### config.mk
export PLATFORM = sky130hd
export DESIGN_NAME = ws2812_pixel_source_flat
export DESIGN_NICKNAME = d
export VERILOG_FILES = /design/src/rtl/ws2812_pkg.sv /design/src/rtl/ws2812_pixel_source_if.sv /design/src/rtl/ws2812_scale.sv /design/src/rtl/ws2812_pixel_source.sv /design/src/flat_wrapper.sv
export SDC_FILE = /design/constraint.sdc
export NUM_CORES = 2
export LEC_CHECK = 0
export CORE_MARGIN = 5
export CORE_UTILIZATION = 50
export DETAILED_ROUTE_END_ITERATION = 8
export PLACE_DENSITY = 0.7
export SYNTH_ARGS = -nofsm -noshare
export SYNTH_HDL_FRONTEND = slang
export SYNTH_SLANG_ARGS = --single-unit
### constraint.sdc
create_clock -name clk -period 5.6 [get_ports clk]
set_input_delay 1.12 -clock clk [delete_from_list [all_inputs] [get_ports clk]]
set_output_delay 1.12 -clock clk [all_outputs]
set_load 0.1 [all_outputs]
### src/rtl/ws2812_pkg.sv
// Shared types and helpers for the WS2812 pixel path.
package ws2812_pkg;

    localparam int unsigned GRB_BITS = 24;

    typedef struct packed {
        logic [7:0] g;
        logic [7:0] r;
        logic [7:0] b;
    } grb_t;

    typedef enum logic [1:0] {
        IDLE,
        STREAM,
        DRAIN
    } src_state_t;

    // (c * (bright + 1)) >> 8: bright=255 is identity, bright=0 blanks the channel.
    function automatic logic [7:0] scale_chan(input logic [7:0] c, input logic [7:0] bright);
        logic [15:0] prod;
        prod = {8'd0, c} * ({8'd0, bright} + 16'd1);
        return 8'(prod >> 8);
    endfunction

endpackage

### src/rtl/ws2812_pixel_source_if.sv
// Pixel word handshake between the pixel source and the bit serializer.
interface ws2812_pixel_source_if
    import ws2812_pkg::*;
();

    logic                px_valid;
    logic [GRB_BITS-1:0] px_data;
    logic                px_last;
    logic                px_ready;

    modport master (
        output px_valid,
        output px_data,
        output px_last,
        input  px_ready
    );

    modport slave (
        input  px_valid,
        input  px_data,
        input  px_last,
        output px_ready
    );

endinterface

### src/rtl/ws2812_scale.sv
// Registered per-channel brightness scaling stage with valid/last sideband.
module ws2812_scale
    import ws2812_pkg::*;
(
    input  logic       clk,
    input  logic       rst,
    input  logic       en_i,
    input  logic       valid_i,
    input  logic       last_i,
    input  grb_t       data_i,
    input  logic [7:0] bright_i,
    output logic       valid_o,
    output logic       last_o,
    output grb_t       data_o
);

    logic valid_q;
    logic last_q;
    grb_t data_q;

    always_ff @(posedge clk or posedge rst) begin
        if (rst) begin
            valid_q <= 1'b0;
            last_q  <= 1'b0;
            data_q  <= '0;
        end else if (en_i) begin
            valid_q  <= valid_i;
            last_q   <= last_i & valid_i;
            data_q.g <= scale_chan(data_i.g, bright_i);
            data_q.r <= scale_chan(data_i.r, bright_i);
            data_q.b <= scale_chan(data_i.b, bright_i);
        end
    end

    assign valid_o = valid_q;
    assign last_o  = last_q;
    assign data_o  = data_q;

endmodule

### src/rtl/ws2812_pixel_source.sv
// Frame buffer plus per-frame rotated, brightness-scaled pixel streamer feeding the serializer.
module ws2812_pixel_source
    import ws2812_pkg::*;
#(
    parameter int unsigned NUM_LEDS     = 50,
    parameter int unsigned FRAME_CYCLES = 2500000,
    parameter int unsigned ROT_STEP     = 1,
    parameter int unsigned AW           = $clog2(NUM_LEDS)
) (
    input  logic                  clk,
    input  logic                  rst,
    input  logic                  wr_en_i,
    input  logic [AW-1:0]         wr_addr_i,
    input  logic [GRB_BITS-1:0]   wr_data_i,
    input  logic [7:0]            bright_i,
    input  logic                  start_i,
    input  logic                  overrun_clr_i,
    ws2812_pixel_source_if.master px_if,
    output logic                  frame_busy_o,
    output logic                  overrun_o
);

    localparam int unsigned TW          = $clog2(FRAME_CYCLES);
    localparam int unsigned TimerMaxInt = FRAME_CYCLES - 1;
    localparam int unsigned LastIdxInt  = NUM_LEDS - 1;

    localparam logic [TW-1:0] TimerMax = TimerMaxInt[TW-1:0];
    localparam logic [AW:0]   NumLeds  = NUM_LEDS[AW:0];
    localparam logic [AW:0]   RotStep  = ROT_STEP[AW:0];
    localparam logic [AW-1:0] LastIdx  = LastIdxInt[AW-1:0];

    logic [TW-1:0] timer_q, timer_d;
    logic          tick;
    logic          trigger;
    logic          advance;
    logic          issue;
    logic          wr_ok;

    src_state_t    state_q;
    logic [AW-1:0] idx_q;
    logic [AW-1:0] base_q;
    logic [AW-1:0] offset_q;
    logic [AW-1:0] offset_next;
    logic [AW-1:0] rd_addr;
    logic [AW:0]   rd_sum;
    logic [AW:0]   off_sum;
    logic [7:0]    bright_q;
    logic          busy_q;
    logic          overrun_q;

    logic [GRB_BITS-1:0] mem_q [2**AW];
    logic [GRB_BITS-1:0] rd_data_q;
    logic                rd_valid_q;
    logic                rd_last_q;

    logic px_valid;
    logic px_last;
    grb_t px_data;

    // Frame timer; the wrap cycle is the tick.
    assign tick    = (timer_q == TimerMax);
    assign trigger = tick | start_i;

    always_comb begin
        timer_d = tick ? '0 : timer_q + 1'b1;
    end

    always_ff @(posedge clk or posedge rst) begin
        if (rst) begin
            timer_q <= '0;
        end else begin
            timer_q <= timer_d;
        end
    end

    // A stalled output freezes every stage, including the RAM read.
    assign advance = ~px_valid | px_if.px_ready;
    assign issue   = (state_q == STREAM) & advance;
    assign wr_ok   = wr_en_i & ({1'b0, wr_addr_i} < NumLeds);

    always_comb begin
        rd_sum      = {1'b0, idx_q} + {1'b0, base_q};
        rd_addr     = (rd_sum >= NumLeds) ? AW'(rd_sum - NumLeds) : AW'(rd_sum);
        off_sum     = {1'b0, offset_q} + RotStep;
        offset_next = (off_sum >= NumLeds) ? AW'(off_sum - NumLeds) : AW'(off_sum);
    end

    always_ff @(posedge clk or posedge rst) begin
        if (rst) begin
            state_q   <= IDLE;
            idx_q     <= '0;
            base_q    <= '0;
            offset_q  <= '0;
            bright_q  <= '0;
            busy_q    <= 1'b0;
            overrun_q <= 1'b0;
        end else begin
            // A trigger while busy beats a simultaneous clear.
            if (trigger && (state_q != IDLE)) begin
                overrun_q <= 1'b1;
            end else if (overrun_clr_i) begin
                overrun_q <= 1'b0;
            end

            unique case (state_q)
                IDLE: begin
                    if (trigger) begin
                        bright_q <= bright_i;
                        base_q   <= offset_q;
                        offset_q <= offset_next;
                        idx_q    <= '0;
                        busy_q   <= 1'b1;
                        state_q  <= STREAM;
                    end
                end
                STREAM: begin
                    if (advance) begin
                        idx_q <= idx_q + 1'b1;
                        if (idx_q == LastIdx) begin
                            state_q <= DRAIN;
                        end
                    end
                end
                DRAIN: begin
                    if (px_valid && px_if.px_ready && px_last) begin
                        busy_q  <= 1'b0;
                        state_q <= IDLE;
                    end
                end
                default: state_q <= IDLE;
            endcase
        end
    end

    // Simple dual-port frame buffer; a same-address read sees the old word.
    always_ff @(posedge clk) begin
        if (wr_ok) begin
            mem_q[wr_addr_i] <= wr_data_i;
        end
        if (issue) begin
            rd_data_q <= mem_q[rd_addr];
        end
    end

    always_ff @(posedge clk or posedge rst) begin
        if (rst) begin
            rd_valid_q <= 1'b0;
            rd_last_q  <= 1'b0;
        end else if (advance) begin
            rd_valid_q <= issue;
            rd_last_q  <= issue & (idx_q == LastIdx);
        end
    end

    ws2812_scale u_scale (
        .clk      (clk),
        .rst      (rst),
        .en_i     (advance),
        .valid_i  (rd_valid_q),
        .last_i   (rd_last_q),
        .data_i   (grb_t'(rd_data_q)),
        .bright_i (bright_q),
        .valid_o  (px_valid),
        .last_o   (px_last),
        .data_o   (px_data)
    );

    assign px_if.px_valid = px_valid;
    assign px_if.px_data  = px_data;
    assign px_if.px_last  = px_last;
    assign frame_busy_o   = busy_q;
    assign overrun_o      = overrun_q;

endmodule

### src/flat_wrapper.sv
// flat-port wrapper written by rule: the top's interface ports become plain ports
module ws2812_pixel_source_flat import ws2812_pkg::*;
#(
    parameter int unsigned NUM_LEDS     = 50,
    parameter int unsigned FRAME_CYCLES = 2500000,
    parameter int unsigned ROT_STEP     = 1,
    parameter int unsigned AW           = $clog2(NUM_LEDS)
)
  (clk, rst, wr_en_i, wr_addr_i, wr_data_i, bright_i, start_i, overrun_clr_i, frame_busy_o, overrun_o, px_if_px_valid, px_if_px_data, px_if_px_last, px_if_px_ready);
  ws2812_pixel_source_if px_if_i ();
  input  logic clk;
  input  logic rst;
  input  logic wr_en_i;
  input  logic [AW-1:0] wr_addr_i;
  input  logic [GRB_BITS-1:0] wr_data_i;
  input  logic [7:0] bright_i;
  input  logic start_i;
  input  logic overrun_clr_i;
  output logic frame_busy_o;
  output logic overrun_o;
  output wire logic [$bits(px_if_i.px_valid)-1:0] px_if_px_valid;
  output wire logic [$bits(px_if_i.px_data)-1:0] px_if_px_data;
  output wire logic [$bits(px_if_i.px_last)-1:0] px_if_px_last;
  input wire logic [$bits(px_if_i.px_ready)-1:0] px_if_px_ready;
  assign px_if_px_valid = px_if_i.px_valid;
  assign px_if_px_data = px_if_i.px_data;
  assign px_if_px_last = px_if_i.px_last;
  assign px_if_i.px_ready = px_if_px_ready;
  ws2812_pixel_source #(.NUM_LEDS(NUM_LEDS), .FRAME_CYCLES(FRAME_CYCLES), .ROT_STEP(ROT_STEP), .AW(AW)) u_core (.clk(clk), .rst(rst), .wr_en_i(wr_en_i), .wr_addr_i(wr_addr_i), .wr_data_i(wr_data_i), .bright_i(bright_i), .start_i(start_i), .overrun_clr_i(overrun_clr_i), .px_if(px_if_i), .frame_busy_o(frame_busy_o), .overrun_o(overrun_o));
endmodule
==> run metrics <==
Detail Route Antenna Nets 0; unrepaired setup endpoints after global routing no; # DRC 0; DP HPWL 137 mm; status finished, final reports clean; Vias per Instance 6.29; Syn Area/Cell 11.7 um^2; Initial Util 50.4%; Tmin final 5.40 ns; Post-synth ARST share 4.88%; DIE AREA 175,000 um^2; commonest cells after routing, fill and taps aside 1,560 x edfxtp_1, 1,344 x nand2_1, 483 x mux2i_1; Slew headroom 10.8%; Synth cell types 75; via count 61,524; Hold-fix buffers, CTS 0; grt met1 use 34.5%; Maximum Capacitance Violations 0; post-cts sizing count 1; die height 418 um; ratio of cells with drive above 1 in the final layout 9.21%; vias in the first global route 62,187; Setup-failing EPs final 0; met3 Resource Use GR 5.28%; postcts setup bufs 0; Die Span X 418 um; total grt overflow 0; Pleak 35.0 nW; Pins Over Slew Limit 0; Root Buffer clkbuf_16; worst endpoint data arrival time 5.90 ns; Top Usage Layer GRT met2; mapped cell area 83,400 um^2; # clock sinks 1,640; flops & latches, synth 1,640; register area share after synthesis 58.6%; Final Hold Vio Count 0; Min-Delay Path Class reg2reg; First-pass DRT Iterations 6; Post-DP Area 88,800 um^2; Fin Setup TNS 0 ns; final WL 238 mm; clock skew 0.0392 ns; H-tree depth 4; crit-path max FO 42; largest net degree at the start of global routing 186; CTS Buffer Depth 3; num rows 149; Max Freq 185 MHz; Startpoint Class flip-flop; CP Class reg2reg; Layout Area Growth over Synthesis 12.8%; Peak supply drop 0.579 mV; Placeable Area 165,000 um^2; Cells after Synth 7,146; worst slew pin tran 1.34 ns; met2 GRT Util 43.8%; Reg clk slew, reported paths 0.06 ns; CP Capture Type flip-flop; pre-CTS setup slack 0.0265 ns; power per cell area 602 nW/um^2; setup ws final 0.195 ns; PortBufs 71; Final Instance Area 94,100 um^2; Iter 0 DRT Violations 7,070; # nets final 7,720; Crit path required time 6.09 ns; yosys warns 0; RD Place Congestion 0.881; Num CTS Buffers 172; antenna violations before repair 12; EDFF count, synth 1,560; Primary FF master, synth edfxtp_1; total track usage 26.6%; Skew-Pair Late Insertion Delay 0.81 ns; period utilization 96.5%; most common cell after layout, fill and taps aside edfxtp_1; CTS tree done; IO Pins 72; first-pass GRT wire length 361 mm; routed len/inst 24.3 um
-- cell type report --
class	instances	area, um^2
diodes	6	15.0
clock buffers	215	4500
clock inverters	107	805
fillers	13184	71300
inverters	348	1310
multi-input cells	4947	32700
flip-flops and latches	1640	48800
well taps	2189	2740
repair buffers	336	3240
-- stage by stage --
step | total power, mW | cells | hold WS (ns) | utilization (%)
global route | 60.1 | 9786 | 0.505 | 56.9
finish | 56.7 | 9788 | 0.482 | 56.9
CTS | 56.4 | 9782 | 0.482 | 56.9
detailed placement | 45.5 | 9460 | 0.471 | 53.7
global placement | 44.8 | 9460 | 0.464 | 53.7
floorplan | 35.3 | 7481 | 0.448 | -
-- worst max-delay path, stage by stage, from the launching register on --
cell,delay [ns]
dfrtp_1,0.46
ha_4,0.21
fa_1,0.42
xor2_1,0.23
inv_1,0.16
ha_1,0.26
nor2b_1,0.15
o21ai_2,0.14
nand4_1,0.20
buf_4,0.33
o21ai_4,0.20
buf_12,0.27
buf_12,0.32
mux2i_1,0.26
a211oi_1,0.11
a22o_1,0.33
a2111oi_0,0.78
nand4_1,0.17
-- report_power, final --
group	internal [mW]	switching [mW]	total, mW
Clock	6.04	4.83	10.9
Combinational	11.2	19.8	31.0
Sequential	14.2	0.658	14.8
Total	31.4	25.3	56.7
-- routing by layer --
metal | up-vias | wire [um] | share of wire [%]
met3 | 628 | 24600 | 10
li1 | 27019 | - | -
met5 | - | 39 | 0.016
met1 | 30575 | 91600 | 38
met4 | 6 | 9910 | 4.2
met2 | 3296 | 112000 | 47
-- synthesized netlist by cell type, types with 10 or more instances --
cell | count | area share, %
edfxtp_1 | 1560 | 56
nand2_1 | 1345 | 6.1
mux2i_1 | 485 | 5.8
clkbuf_1 | 379 | 1.7
nand3_1 | 375 | 2.3
o211ai_1 | 372 | 3.3
inv_1 | 347 | 1.6
nor2_1 | 248 | 1.1
nor3_1 | 202 | 1.2
nand4_1 | 151 | 1.1
and2_1 | 142 | 1.1
a32oi_1 | 122 | 1.3
fa_1 | 121 | 2.9
buf_2 | 113 | 0.68
ha_1 | 110 | 1.7
a32o_1 | 92 | 1.1
dfrtp_1 | 80 | 2.4
mux2_2 | 76 | 1.0
a31oi_1 | 52 | 0.39
and4_1 | 52 | 0.55
a22oi_1 | 51 | 0.46
a221oi_1 | 48 | 0.50
buf_1 | 48 | 0.22
o221ai_1 | 47 | 0.49
nor2b_1 | 42 | 0.32
and3_1 | 37 | 0.28
xnor2_1 | 35 | 0.37
a211oi_1 | 31 | 0.28
o21bai_1 | 30 | 0.27
a311oi_1 | 27 | 0.28
a21oi_1 | 26 | 0.16
a22o_1 | 26 | 0.27
a41o_1 | 26 | 0.31
o22ai_1 | 26 | 0.20
a221o_1 | 25 | 0.30
o21ai_0 | 25 | 0.15
xor2_1 | 25 | 0.26
o41ai_1 | 24 | 0.25
a2111oi_0 | 23 | 0.24
nand2b_1 | 10 | 0.075
o31ai_1 | 10 | 0.090
-- path summary, 6_finish.rpt --
kind	startpoint	endpoint	slack [ns]	cells after the start
worst min register to register	u_core.timer_q[0]	u_core.timer_q[0]	0.48	1
worst min-delay path	u_core.timer_q[0]	u_core.timer_q[0]	0.48	1
min in group asynchronous	rst	u_core.timer_q[21]	0.77	2
worst max-delay path	u_core.idx_q[0]	u_core.rd_data_q[23]	0.20	17
worst max register to register	u_core.idx_q[0]	u_core.rd_data_q[23]	0.20	17
max in group asynchronous	rst	u_core.u_scale.data_o[15]	3.81	3
-- kinds of logic after synthesis --
group	after synthesis	share of synthesized area [%]
compound gates	1123	10.8
xor+xnor	60	0.630
fa+ha+maj	231	4.56
buf+inv	894	4.22
flops	1640	58.6
mux	561	6.85
other cells	1	0.00450
simple gates	2636	14.4
-- registers in the layout (all words and copies together), names as in the netlist --
| signal | cells |
|---|---|
| u_core.rd_data_q | 24 |
| u_core.offset_q | 6 |
| u_core.bright_q | 8 |
| u_core.u_scale.valid_o | 1 |
| u_core.base_q | 6 |
| u_core.state_q | 2 |
| u_core.rd_valid_q | 1 |
| u_core.idx_q | 6 |
| u_core.overrun_o | 1 |
| u_core.frame_busy_o | 1 |
| u_core.mem_q | 1536 |
| u_core.rd_last_q | 1 |
| u_core.u_scale.last_o | 1 |
| u_core.timer_q | 22 |
| u_core.u_scale.data_o | 24 |
Note: power is estimated with default switching activity, not from simulation.
